<file path="src/rtl/data_demux_pkg.sv">
// Shared definitions for the receive-side TDM demultiplexer.
// Holds the slot-timing state enum, width constants and the config check
// used when mode / slot length are latched at a frame boundary.
package data_demux_pkg;

    localparam int MAX_STREAMS = 3;
    localparam int MODE_W      = 2;
    localparam int DATA_W      = 8;
    localparam int CNT_W       = 3;

    typedef enum logic {
        IDLE = 1'b0,
        RUN  = 1'b1
    } state_t;

    // A configuration is usable only with at least one stream and a
    // non-zero slot length.
    function automatic logic cfg_valid(input logic [MODE_W-1:0] mode,
                                       input logic [CNT_W-1:0]  k);
        return (mode != '0) && (k != '0);
    endfunction

endpackage

</file>
<file path="src/rtl/data_demux_slot_counter.sv">
// tdm_slot_counter: slot/frame timing for a time-division multiplexed path.
// Owns the cycle-in-slot counter (cyc, 1..K), the stream index (idx, 0..M-1)
// and the latched M/K. Config is sampled on frame_start or at the frame wrap.
// Ports:
//   clk, rst            clock, asynchronous active-high reset
//   frame_start         first cycle of stream-1's slot
//   mode                requested number of streams (M)
//   switch_clk_cycles   requested slot length (K)
//   capture             this cycle is cycle 1 of slot idx
//   check               this cycle is cycle 2..K of slot idx
//   idx                 stream index of the current cycle
//   locked              high while in RUN
//   sync_err            1-cycle pulse after an unexpected frame_start
//   cfg_err             1-cycle pulse after an invalid config was latched
module tdm_slot_counter
    import data_demux_pkg::*;
(
    input  logic              clk,
    input  logic              rst,
    input  logic              frame_start,
    input  logic [MODE_W-1:0] mode,
    input  logic [CNT_W-1:0]  switch_clk_cycles,
    output logic              capture,
    output logic              check,
    output logic [MODE_W-1:0] idx,
    output logic              locked,
    output logic              sync_err,
    output logic              cfg_err
);

    state_t            state_reg, state_next;
    logic [CNT_W-1:0]  cyc_reg, cyc_next, k_reg, k_next;
    logic [MODE_W-1:0] idx_reg, idx_next, m_reg, m_next;
    logic              sync_err_reg, sync_err_next;
    logic              cfg_err_reg, cfg_err_next;

    // Position and config that apply to the current cycle. A frame_start
    // forces slot 0 / cycle 1 with the freshly sampled config.
    logic              active;
    logic [CNT_W-1:0]  cyc_cur, k_cur;
    logic [MODE_W-1:0] idx_cur, m_cur;
    logic              wrap;
    logic              in_cfg_ok;

    assign in_cfg_ok = cfg_valid(mode, switch_clk_cycles);

    always_comb begin
        active  = 1'b0;
        cyc_cur = cyc_reg;
        idx_cur = idx_reg;
        m_cur   = m_reg;
        k_cur   = k_reg;
        if (frame_start) begin
            cyc_cur = CNT_W'(1);
            idx_cur = '0;
            m_cur   = mode;
            k_cur   = switch_clk_cycles;
            active  = in_cfg_ok;
        end else if (state_reg == RUN) begin
            active = 1'b1;
        end
    end

    assign wrap = active && (idx_cur == m_cur - MODE_W'(1)) && (cyc_cur == k_cur);

    // State register
    always_ff @(posedge clk or posedge rst) begin
        if (rst) begin
            state_reg    <= IDLE;
            cyc_reg      <= CNT_W'(1);
            idx_reg      <= '0;
            m_reg        <= '0;
            k_reg        <= '0;
            sync_err_reg <= 1'b0;
            cfg_err_reg  <= 1'b0;
        end else begin
            state_reg    <= state_next;
            cyc_reg      <= cyc_next;
            idx_reg      <= idx_next;
            m_reg        <= m_next;
            k_reg        <= k_next;
            sync_err_reg <= sync_err_next;
            cfg_err_reg  <= cfg_err_next;
        end
    end

    // Next-state logic
    always_comb begin
        state_next   = state_reg;
        cyc_next     = cyc_reg;
        idx_next     = idx_reg;
        m_next       = m_reg;
        k_next       = k_reg;
        cfg_err_next = 1'b0;
        // In RUN the registers read slot 0 / cycle 1 only right after a wrap,
        // which is the one place a frame_start is expected.
        sync_err_next = frame_start && (state_reg == RUN) &&
                        !((cyc_reg == CNT_W'(1)) && (idx_reg == '0));

        if (frame_start) begin
            m_next = mode;
            k_next = switch_clk_cycles;
            if (!in_cfg_ok) begin
                state_next   = IDLE;
                cyc_next     = CNT_W'(1);
                idx_next     = '0;
                cfg_err_next = 1'b1;
            end
        end

        if (active) begin
            state_next = RUN;
            if (cyc_cur < k_cur) begin
                cyc_next = cyc_cur + CNT_W'(1);
                idx_next = idx_cur;
            end else if (wrap) begin
                cyc_next = CNT_W'(1);
                idx_next = '0;
                m_next   = mode;
                k_next   = switch_clk_cycles;
                if (!in_cfg_ok) begin
                    state_next   = IDLE;
                    cfg_err_next = 1'b1;
                end
            end else begin
                cyc_next = CNT_W'(1);
                idx_next = idx_cur + MODE_W'(1);
            end
        end
    end

    // Outputs
    always_comb begin
        capture  = active && (cyc_cur == CNT_W'(1));
        check    = active && (cyc_cur != CNT_W'(1));
        idx      = idx_cur;
        locked   = (state_reg == RUN);
        sync_err = sync_err_reg;
        cfg_err  = cfg_err_reg;
    end

endmodule

</file>
<file path="src/rtl/data_demux.sv">
// data_demux: splits a TDM byte stream (up to three streams, K clocks per
// slot) into per-stream registered bytes with one-cycle valid strobes, and
// flags bytes that are not held steady across their slot.
// Ports:
//   clk, rst                clock, asynchronous active-high reset
//   frame_start             first cycle of stream-1's slot
//   mode                    number of active streams (1..3)
//   switch_clk_cycles       slot length K (1..7)
//   mux_data                multiplexed byte stream
//   err_clr                 clears hold_err
//   ds1/ds2/ds3_data        recovered stream bytes
//   ds_valid                per-stream capture strobe, bit n-1 = stream n
//   locked                  high while slot timing is running
//   sync_err, cfg_err       1-cycle error pulses
//   hold_err                sticky in-slot byte change flag
module data_demux
    import data_demux_pkg::*;
(
    input  logic              clk,
    input  logic              rst,
    input  logic              frame_start,
    input  logic [MODE_W-1:0] mode,
    input  logic [CNT_W-1:0]  switch_clk_cycles,
    input  logic [DATA_W-1:0] mux_data,
    input  logic              err_clr,
    output logic [DATA_W-1:0] ds1_data,
    output logic [DATA_W-1:0] ds2_data,
    output logic [DATA_W-1:0] ds3_data,
    output logic [2:0]        ds_valid,
    output logic              locked,
    output logic              sync_err,
    output logic              cfg_err,
    output logic              hold_err
);

    logic              capture;
    logic              check;
    logic [MODE_W-1:0] idx;

    logic [MAX_STREAMS-1:0][DATA_W-1:0] data_all;
    logic [MAX_STREAMS-1:0]             valid_all;
    logic [DATA_W-1:0]                  held;
    logic                               hold_err_reg;

    tdm_slot_counter u_slot (
        .clk               (clk),
        .rst               (rst),
        .frame_start       (frame_start),
        .mode              (mode),
        .switch_clk_cycles (switch_clk_cycles),
        .capture           (capture),
        .check             (check),
        .idx               (idx),
        .locked            (locked),
        .sync_err          (sync_err),
        .cfg_err           (cfg_err)
    );

    // One output register per stream; only the stream owning the slot
    // updates, so streams at or above M keep their last value.
    genvar gi;
    generate
        for (gi = 0; gi < MAX_STREAMS; gi++) begin : g_stream
            logic [DATA_W-1:0] data_reg;
            logic              valid_reg;
            logic              sel;

            assign sel = capture && (idx == MODE_W'(gi));

            always_ff @(posedge clk or posedge rst) begin
                if (rst) begin
                    data_reg  <= '0;
                    valid_reg <= 1'b0;
                end else begin
                    valid_reg <= sel;
                    if (sel) begin
                        data_reg <= mux_data;
                    end
                end
            end

            assign data_all[gi]  = data_reg;
            assign valid_all[gi] = valid_reg;
        end
    endgenerate

    // Byte captured at the start of the current slot.
    always_comb begin
        held = '0;
        for (int i = 0; i < MAX_STREAMS; i++) begin
            if (idx == MODE_W'(i)) begin
                held = data_all[i];
            end
        end
    end

    // A new mismatch wins over a simultaneous clear.
    always_ff @(posedge clk or posedge rst) begin
        if (rst) begin
            hold_err_reg <= 1'b0;
        end else if (check && (mux_data != held)) begin
            hold_err_reg <= 1'b1;
        end else if (err_clr) begin
            hold_err_reg <= 1'b0;
        end
    end

    assign ds1_data = data_all[0];
    assign ds2_data = data_all[1];
    assign ds3_data = data_all[2];
    assign ds_valid = valid_all;
    assign hold_err = hold_err_reg;

endmodule

</file>
<file path="config.mk">
export PLATFORM = sky130hd
export DESIGN_NAME = data_demux
export DESIGN_NICKNAME = d
export VERILOG_FILES = /design/src/rtl/data_demux_pkg.sv /design/src/rtl/data_demux_slot_counter.sv /design/src/rtl/data_demux.sv
export SDC_FILE = /design/constraint.sdc
export NUM_CORES = 1
export LEC_CHECK = 0
export ABC_AREA = 0
export ABC_CLOCK_PERIOD_IN_PS = 2800
export BUFFER_PORTS_ARGS = -buffer_cell sky130_fd_sc_hd__buf_2
export CORE_AREA = 2 2 69 71
export CTS_CLUSTER_DIAMETER = 40
export DETAILED_ROUTE_END_ITERATION = 10
export DIE_AREA = 0 0 71 73
export GPL_ROUTABILITY_DRIVEN = 0
export GPL_TIMING_DRIVEN = 0
export PLACE_DENSITY = 0.82
export SYNTH_ARGS = -nofsm -noshare
export SYNTH_HDL_FRONTEND = slang
export SYNTH_SLANG_ARGS = --single-unit
</file>
<file path="constraint.sdc">
create_clock -name clk -period 2.8 [get_ports clk]
set_clock_uncertainty 0.1 [all_clocks]
set_input_delay 0.28 -clock clk [delete_from_list [all_inputs] [get_ports clk]]
set_output_delay 0.28 -clock clk [all_outputs]
set_load 0.03 [all_outputs]
</file>
==> qor.yml <==
path_cells: "nand2b_1 > inv_1 > ha_1 > nor2b_1 > a22oi_1 > a221o_1 > a22oi_1 > a31oi_1"
slowest_stage: "dfrtp_1"
drive_gt1_share_pct: 36.9
async_flop_share_pct: 100
drt_pass1_iterations: 4
antenna_found_initial: 0
worstSkewPairLatency_ns: 0.30
synth_simple_gate_area_share_pct: 10.3
slowest_delay_ns: 0.41
htreeDepth: 2
synth_nets: 231
die-width_um: 71
ys_ff_latch: 41
final_common_cell: "buf_2"
cp-end-kind: "flip-flop"
die_area_um2: 5180
cap_violations: 0
holdBufCountCts: 0
grt_usage_pct: 19.2
grt_overflow: 0
finalPower_mw: 2.68
portBuffers: 46
fin_area_um2: 2710
crit_family: "compound AO/OA/AOI/OAI gates"
ir_worst_vdd_mv: 0.355
areaGrowthSynthToFinish_pct: 18.1
root_buffer: "clkbuf_8"
yosysSeqAreaShare_pct: 44.8
clkSinkCount: 41
required_ns: 2.85
dpl.hpwl_um: 3520
synth_area_per_cell_um2: 11.1
grt_start_max_net_pins: 42
die_y_um: 73
nets: 284
post-cts-setup-buffers: 0
syn_area_um2: 2290
max-slew-margin-rel_pct: 44.2
ys_warn_count: 0
critical_path_class: "flip-flop to flip-flop"
clk_pin_slew_worst_paths_ns: 0.08
synth_fa_ha_area_share_pct: 4.37
period_share_pct: 84.0
placed_cell_area_um2: 2590
rsz0062_at_grt: "false"
path_max_fanout: 7
num_vias: 1761
ctsLongestPathBuffers: 2
power_density_nw_per_um2: 991
cp_num_buf_inv: 1
start_util_pct: 50.5
period_needed_ns: 2.35
drc: 0
status: "finished, final reports clean"
finalWirelength_um: 4720
ctsResizeCount: 0
synth_edf_count: 0
drt_iter0_markers: 128
postSynthCellCount: 206
core_area_um2: 4540
leakagePower_nw: 1.46
muxShareOfSynthArea_pct: 17.2
utilization_pct: 59.7
antenna_left: 0
wl_per_cell_um: 15.0
synth_xor_area_share_pct: 3.44
maxSlewViolCount: 0
hold_violations: 0
first_global_vias: 1688
vias_per_cell: 5.61
n_fill_cell: 383
startpoint_type: "flip-flop"
synth_top_family_by_area: "multiplexers"
io_pins: 48
most-common-layout-cells: "buf_2 (49), dfrtp_1 (40), inv_1 (23), mux2_2 (23), nand2_1 (13)"
max_freq_mhz: 425
cts_tree: "built"
ys_types: 49
arrival_ns: 2.40
cts_buffers: 5
timing.hold.ws_ns: 0.0403
fin_setup_tns_ns: 0
setup_viol: 0
synthFlopType: "dfrtp_1"
synth_compound_area_share_pct: 14.0
hp-class: "primary input to asynchronous set/reset pin"
num_rows: 25
worst_pin_slew_ns: 0.835
grt_pass1_wl_um: 7760
n_antenna_cell: 0
cpMostUsedCell: "a22oi_1"
==> worst register-to-register path, stage by stage, from the launching register on <==
cell and delay [ns]:
dfrtp_1 0.41, nand2b_1 0.17, inv_1 0.11, ha_1 0.30
nor2b_1 0.31, a22oi_1 0.11, a221o_1 0.36, a22oi_1 0.19
a31oi_1 0.14
==> worst paths after layout <==
path | from | endpoint | slack [ns] | cells after the start
worst max register to register | u_slot.idx_reg[0] | hold_err | 0.45 | 8
worst min-delay path | rst | u_slot.idx_reg[0] | 0.04 | 2
max in group asynchronous | rst | hold_err | 2.02 | 2
worst max-delay path | u_slot.idx_reg[0] | hold_err | 0.45 | 8
min in group clk | switch_clk_cycles[2] | u_slot.k_reg[2] | 0.13 | 3
worst min register to register | u_slot.cyc_reg[0] | u_slot.sync_err | 0.43 | 1
==> metrics by stage <==
| stage | worst slack, ns | cells |
|---|---|---|
| detailed placement | 0.224 | 306 |
| floorplan | 0.623 | 206 |
| global route | 0.312 | 314 |
| global placement | 0.270 | 306 |
| CTS | 0.445 | 314 |
| finish | 0.447 | 314 |
==> kinds of logic (layout without fill, tap and decap cells) <==
kind of cell	count (synthesis)	in the layout
DFF	41	41
and+or+nand+nor	41	41
muxes	35	35
buffers and inverters	32	86
AOI/OAI and AO/OA	40	40
adders and majority gates	8	8
xor gates and xnor gates	9	9
==> layout make-up <==
class                      instances  area [um2]  share of cell area [%]
tap                               54        67.6                    2.50
sequential                        41        1030                    38.0
buffer                             7        41.3                    1.53
timing repair buffer              46         230                    8.51
multi-input combinational        133        1130                    41.7
inverter                          25        93.8                    3.47
clock inverter                     1        30.0                    1.11
clock buffer                       7        86.3                    3.19
==> cell usage after synthesis, types with 2 or more instances <==
| library cell | count | share of area [%] |
|---|---|---|
| dfrtp_1 | 40 | 44 |
| inv_1 | 24 | 3.9 |
| mux2_2 | 23 | 11 |
| nand2_1 | 13 | 2.1 |
| mux2i_1 | 9 | 3.9 |
| ha_1 | 8 | 4.4 |
| nand2b_1 | 8 | 2.2 |
| xnor2_1 | 6 | 2.3 |
| a22oi_1 | 4 | 1.3 |
| nor2_1 | 4 | 0.65 |
| nor2b_1 | 4 | 1.1 |
| o211ai_1 | 4 | 1.3 |
| o21ai_0 | 4 | 0.87 |
| a21oi_1 | 3 | 0.65 |
| buf_2 | 3 | 0.65 |
| buf_4 | 3 | 0.98 |
| mux2_4 | 3 | 2.0 |
| nand2_4 | 3 | 1.5 |
| o22ai_1 | 3 | 0.82 |
| xor2_1 | 3 | 1.1 |
| a222oi_1 | 2 | 0.87 |
| a31oi_1 | 2 | 0.55 |
| a32o_1 | 2 | 0.87 |
| nor3_1 | 2 | 0.44 |
| o2111ai_1 | 2 | 0.76 |
==> power by group <==
part	switching, mW	total (mW)	internal, mW
sequential	0.183	0.982	0.799
combinational	0.735	1.20	0.470
clock	0.204	0.495	0.291
total	1.12	2.68	1.56
==> per-layer routing <==
| metal | global-route usage (%) | vias up | share of wire, % |
|---|---|---|---|
| met3 | 4.56 | 8 | 5.0 |
| met5 | 0 | - | 0 |
| li1 | - | 833 | - |
| met2 | 34.2 | 53 | 51 |
| met1 | 22.6 | 867 | 42 |
| met4 | 7.34 | 0 | 1.9 |
Note: power is estimated with default switching activity, not from simulation.
